**config.mk**
```make
export PLATFORM = sky130hd
export DESIGN_NAME = i2c_write_sequencer
export DESIGN_NICKNAME = d
export VERILOG_FILES = /design/src/rtl/i2c_pkg.sv /design/src/rtl/i2c_quarter_tick.sv /design/src/rtl/i2c_write_sequencer.sv
export SDC_FILE = /design/constraint.sdc
export NUM_CORES = 1
export LEC_CHECK = 0
export ABC_AREA = 1
export CAP_MARGIN = 20
export CORE_MARGIN = 2
export CORE_UTILIZATION = 45
export DETAILED_ROUTE_END_ITERATION = 8
export DONT_BUFFER_PORTS = 1
export MAX_ROUTING_LAYER = met4
export PLACE_DENSITY = 0.67
export SLEW_MARGIN = 20
export SYNTH_ARGS = -nofsm -noshare
export SYNTH_HDL_FRONTEND = slang
export SYNTH_SLANG_ARGS = --single-unit
```
**constraint.sdc**
```tcl
create_clock -name clk -period 2.1 [get_ports clk]
set_clock_uncertainty 0.2 [all_clocks]
set_input_delay 0.42 -clock clk [delete_from_list [all_inputs] [get_ports clk]]
set_output_delay 0.42 -clock clk [all_outputs]
set_load 0.01 [all_outputs]
```
**src/rtl/i2c_pkg.sv**
```systemverilog
// Shared types and helpers for the I2C single-byte write sequencer.
//   state_t    : frame sequencing states
//   quarter_t  : position inside one SCL bit slot
//   I2C_WRITE  : R/W bit value appended to the 7-bit address
//   slot_lines : pull-low enables {scl_oe, sda_oe} for a given slot/quarter
package i2c_pkg;

  typedef enum logic [2:0] {IDLE, START, ADDR, ACK1, DATA, ACK2, STOP} state_t;
  typedef enum logic [1:0] {Q0, Q1, Q2, Q3} quarter_t;

  localparam logic I2C_WRITE = 1'b0;

  // Line pattern for one quarter of a slot. bval is the bit being sent in a
  // data slot (ignored elsewhere). Returns {scl_oe, sda_oe}, 1 = pull low.
  function automatic logic [1:0] slot_lines(input state_t st, input quarter_t q,
                                            input logic bval);
    logic scl_low;
    scl_low = (q == Q0) || (q == Q1);
    case (st)
      START: begin
        case (q)
          Q0, Q1:  slot_lines = 2'b00;
          Q2:      slot_lines = 2'b01;   // SDA falls while SCL is high
          default: slot_lines = 2'b11;
        endcase
      end
      ADDR, DATA: slot_lines = {scl_low, ~bval};
      ACK1, ACK2: slot_lines = {scl_low, 1'b0};
      STOP: begin
        case (q)
          Q0:      slot_lines = 2'b11;
          Q1, Q2:  slot_lines = 2'b01;
          default: slot_lines = 2'b00;   // SDA rises while SCL is high
        endcase
      end
      default: slot_lines = 2'b00;
    endcase
  endfunction

endpackage

```
**src/rtl/i2c_quarter_tick.sv**
```systemverilog
// Quarter-period divider for the I2C write sequencer.
// Emits a one-clock tick on the last clock of every CLK_DIV-clock quarter.
//   clk     : system clock
//   reset   : asynchronous active-low reset
//   restart : realign the divider so the next clock is the first of a quarter
//   tick    : high on the last clock of the current quarter
module i2c_quarter_tick #(
  parameter int CLK_DIV = 4
) (
  input  logic clk,
  input  logic reset,
  input  logic restart,
  output logic tick
);

  localparam int CW = (CLK_DIV > 1) ? $clog2(CLK_DIV) : 1;
  localparam logic [CW-1:0] LAST = CW'(CLK_DIV - 1);

  logic [CW-1:0] cnt;

  always_ff @(posedge clk or negedge reset) begin
    if (!reset) begin
      cnt <= '0;
    end else if (restart || (cnt == LAST)) begin
      cnt <= '0;
    end else begin
      cnt <= cnt + 1'b1;
    end
  end

  // A restart cycle is never the end of a quarter.
  assign tick = (cnt == LAST) && !restart;

endmodule

```
**src/rtl/i2c_write_sequencer.sv**
```systemverilog
// Master-side single-byte I2C write frame sequencer:
// START, {addr,W}, ACK, data, ACK, STOP on open-drain lines via pull-low enables.
//   clk       : system clock
//   reset     : asynchronous active-low reset (releases both lines at once)
//   start_req : frame request, accepted only when idle
//   dev_addr  : 7-bit slave address, latched at acceptance
//   wdata     : data byte, latched at acceptance
//   sda_in    : sampled SDA level for ACK detection
//   scl_oe    : 1 = pull SCL low
//   sda_oe    : 1 = pull SDA low
//   busy      : frame in progress
//   done      : one-clock pulse after STOP completes
//   nack      : sticky NACK flag for the last frame
module i2c_write_sequencer
  import i2c_pkg::*;
#(
  parameter int CLK_DIV = 4
) (
  input  logic       clk,
  input  logic       reset,
  input  logic       start_req,
  input  logic [6:0] dev_addr,
  input  logic [7:0] wdata,
  input  logic       sda_in,
  output logic       scl_oe,
  output logic       sda_oe,
  output logic       busy,
  output logic       done,
  output logic       nack
);

  state_t     state, nstate;
  quarter_t   qtr, nqtr;
  logic [2:0] bit_idx, nbit;
  logic [7:0] addr_byte, data_byte;
  logic       tick, accept, nbit_val, ack_sample;
  logic [1:0] nlines;

  assign accept = (state == IDLE) && start_req;

  // ACK is judged on the last clock of Q2, while SCL is released.
  assign ack_sample = ((state == ACK1) || (state == ACK2)) && (qtr == Q2) && tick;

  i2c_quarter_tick #(
    .CLK_DIV (CLK_DIV)
  ) u_tick (
    .clk     (clk),
    .reset   (reset),
    .restart (accept),
    .tick    (tick)
  );

  always_comb begin
    nstate = state;
    nqtr   = qtr;
    nbit   = bit_idx;
    if (accept) begin
      nstate = START;
      nqtr   = Q0;
      nbit   = 3'd0;
    end else if ((state != IDLE) && tick) begin
      case (qtr)
        Q0:      nqtr = Q1;
        Q1:      nqtr = Q2;
        Q2:      nqtr = Q3;
        default: nqtr = Q0;
      endcase
      if (qtr == Q3) begin
        case (state)
          START: begin
            nstate = ADDR;
            nbit   = 3'd0;
          end
          // bit_idx wraps 7 -> 0 on the byte boundary, ready for the next byte.
          ADDR: begin
            nbit = bit_idx + 3'd1;
            if (bit_idx == 3'd7) nstate = ACK1;
          end
          // nack was cleared at acceptance, so here it reflects ACK1 only.
          ACK1: nstate = nack ? STOP : DATA;
          DATA: begin
            nbit = bit_idx + 3'd1;
            if (bit_idx == 3'd7) nstate = ACK2;
          end
          ACK2:    nstate = STOP;
          STOP:    nstate = IDLE;
          default: nstate = IDLE;
        endcase
      end
    end
  end

  // Outputs are registered from the next-state view so each quarter's line
  // pattern is present for the whole quarter; bits go out MSB first.
  assign nbit_val = (nstate == DATA) ? data_byte[~nbit] : addr_byte[~nbit];
  assign nlines   = slot_lines(nstate, nqtr, nbit_val);

  always_ff @(posedge clk or negedge reset) begin
    if (!reset) begin
      state   <= IDLE;
      qtr     <= Q0;
      bit_idx <= 3'd0;
      scl_oe  <= 1'b0;
      sda_oe  <= 1'b0;
      busy    <= 1'b0;
      done    <= 1'b0;
      nack    <= 1'b0;
    end else begin
      state              <= nstate;
      qtr                <= nqtr;
      bit_idx            <= nbit;
      {scl_oe, sda_oe}   <= nlines;
      busy               <= (nstate != IDLE);
      done               <= (state == STOP) && (qtr == Q3) && tick;
      if (accept) begin
        nack <= 1'b0;
      end else if (ack_sample && sda_in) begin
        nack <= 1'b1;
      end
    end
  end

  // Frame payload is plain data: latched on acceptance, no reset needed.
  always_ff @(posedge clk) begin
    if (accept) begin
      addr_byte <= {dev_addr, I2C_WRITE};
      data_byte <= wdata;
    end
  end

endmodule

```
==> results_dict.tcl <==
set metrics [dict create \
    slew_headroom 0.5378 \
    vdd.ir_drop.worst_v 0.0004533 \
    cts_root_buf "clkbuf_4" \
    hold_viol_final 0 \
    async_flop_share 0.5000 \
    required_ps 2160 \
    cts.clk_slew.worst_paths_ps 100 \
    hold_class "input port to register" \
    numCtsBuffers 5 \
    synth_top_flop_cell "edfxtp_1" \
    dieArea_um2 4093 \
    fin_nets 217 \
    port_buffers 0 \
    rows 21 \
    fillers 296 \
    antenna_found_initial 0 \
    endpoint_kind "register" \
    drt-vias-per-instance 5.224 \
    yosys.area.top_type "edfxtp_1" \
    ys_seq_area_frac 0.5100 \
    netlist_area_um2 1619 \
    syn_area_per_cell_um2 10.06 \
    finalSetupViolCount 0 \
    die_width_um 63.98 \
    synth_nets 188 \
    dpl.hpwl_um 2321 \
    synth.top_cell.area_share 0.2782 \
    firstDrtPassIters 4 \
    status "finished, final reports clean" \
    cellPowerDensity_nw_per_um2 1139 \
    register_area_um2 828.3 \
    synth_edf_count 15 \
    core-area_um2 3390 \
    start_util 0.4777 \
    power.leakage_nw 0.8530 \
    pre_cts_ws_ps 63.03 \
    multiInputGateArea_um2 718.2 \
    grt_pass1_vias 1264 \
    diodes 0 \
    grt_pass1_wl_um 5430 \
    dr_total_vias 1238 \
    wl_per_cell_um 12.95 \
    drt_wl_total_um 3070 \
    fin_crit_sh 0.9403 \
    drc_errors 0 \
    cts_buffer_depth 2 \
    track_usage 0.1787 \
    clock-sinks 30 \
    setup_slack_ps 125.3 \
    cts_max_level 2 \
    synthToLayoutAreaGrowth_pct 20.32 \
    routabilityCongestion 0.8872 \
    overflow 0 \
    drtIter0Drc 40 \
    fmax_mhz 506.4 \
    io_pins 24 \
    clk_latency_ps 320 \
    fin_crit_ps 1975 \
    fin_setup_tns_ps 0 \
    ys_warn_count 0 \
    ant_nets 0 \
    grt_max_degree 16 \
    syn_inst 161 \
    synth_area_leaders "edfxtp_1, dfrtp_1, nand2_1" \
    synth.distinct_cells 31 \
    worst-slew-pin-transition_ps 691.0 \
    crit_fanout 5 \
    whs_ps 41.81 \
    die_h_um 63.98 \
    cts_tree "done" \
    maxCapViolCount 0 \
    critPathArrivalTime_ps 2030 \
    synth_seq_cells 30 \
    slew_viol_final 0 \
    drive_gt1_frac 0.2565 \
    worstSetupPathType "register to register" \
    start_kind "register" \
]
power by group:
part           internal, mW  switching [mW]  total, mW
Sequential            0.769           0.123      0.892
Clock                 0.124           0.201      0.326
Combinational         0.367           0.633       1.00
Total                  1.26           0.958       2.22
path summary, 6_finish.rpt:
kind	slack, ps	endpoint	depth (start not counted)	from
min in group asynchronous	360	nack	1	reset
max reg2reg	130	sda_oe	11	state[1]
min	40	nack	2	sda_in
max	130	sda_oe	11	state[1]
max in group asynchronous	840	state[1]	1	reset
min reg2reg	250	u_tick.cnt[0]	1	u_tick.cnt[0]
critical path, cell delays in order, from the launching register on:
cell and delay [ps]:
dfrtp_2 430, inv_2 70, ha_1 310, nand2_2 100, nand2_1 100, o21ai_4 220
inv_2 70, nor3_2 170, o21ai_1 90, nand2_1 70, inv_1 30, nand3_1 60
synth_stat cells, types with 2 or more instances:
cell / instances
nand2_1: 37
inv_2: 9
nand2_2: 4
nand4_1: 7
nand3_1: 19
nor3_1: 3
ha_1: 8
a21oi_1: 2
nand3_4: 3
nand2_4: 2
edfxtp_1: 15
nor2_1: 6
o21ai_1: 2
dfrtp_1: 15
nor2_2: 2
nor3_2: 2
inv_1: 11
per-layer routing:
metal	wire length [um]	GRT usage
met2	1650	0.2930
met3	145	0.05634
met4	49	0.07609
met1	1224	0.2007
met5	0	-
repair_timing:
item / 4_1_cts / 5_1_grt
hold buffers: 16 / 0
setup buffers: 0 / 3
resized for setup: 0 / 7
setup endpoints to repair: 0 / 2
endpoints found under the hold margin: 30 / 0
cell usage in the layout (no fill, tap or decap), drive strengths merged, types with 2 or more instances in the layout:
cell type / count
inv: 20
nand3: 23
edfxtp: 15
a21oi: 4
clkinv: 2
nand2: 43
dfrtp: 15
nor2: 10
nor3: 5
dlygate4sd3: 16
o21ai: 5
ha: 8
buf: 7
clkbuf: 5
nand4: 7
through the flow:
stage	power [mW]	utilization	std cells	instance area [um2]
6_report	2.219	0.5748	237	1948
5_1_grt	2.412	0.5748	237	1948
4_1_cts	2.182	0.5652	234	1916
3_5_place_dp	1.821	0.5020	210	1702
3_3_place_gp	1.791	0.5020	210	1702
2_1_floorplan	1.622	-	161	1619
state kept, by name (all words and copies together), names as in the netlist, 2 cells and up:
| name | cells |
|---|---|
| addr_byte | 7 |
| bit_idx | 3 |
| data_byte | 8 |
| qtr | 2 |
| state | 3 |
| u_tick.cnt | 2 |
cells by family (layout without fill, tap and decap cells):
logic type                 count (synthesis)  after routing  synth area share
and+or+nand+nor                           90             90            0.3107
DFF                                       30             30            0.5100
buffers and inverters                     21             51           0.04945
AOI/OAI and AO/OA                         12             12           0.06802
adders and majority gates                  8              8           0.06183
layout make-up:
| type | instances | share of cell area |
|---|---|---|
| inverters | 20 | 0.03982 |
| clock inverters | 3 | 0.008349 |
| clock buffers | 5 | 0.01927 |
| flip-flops and latches | 30 | 0.4252 |
| well taps | 46 | 0.02954 |
| repair buffers | 23 | 0.1092 |
| multi-input cells | 110 | 0.3687 |
(Power assumes the default switching activity.)
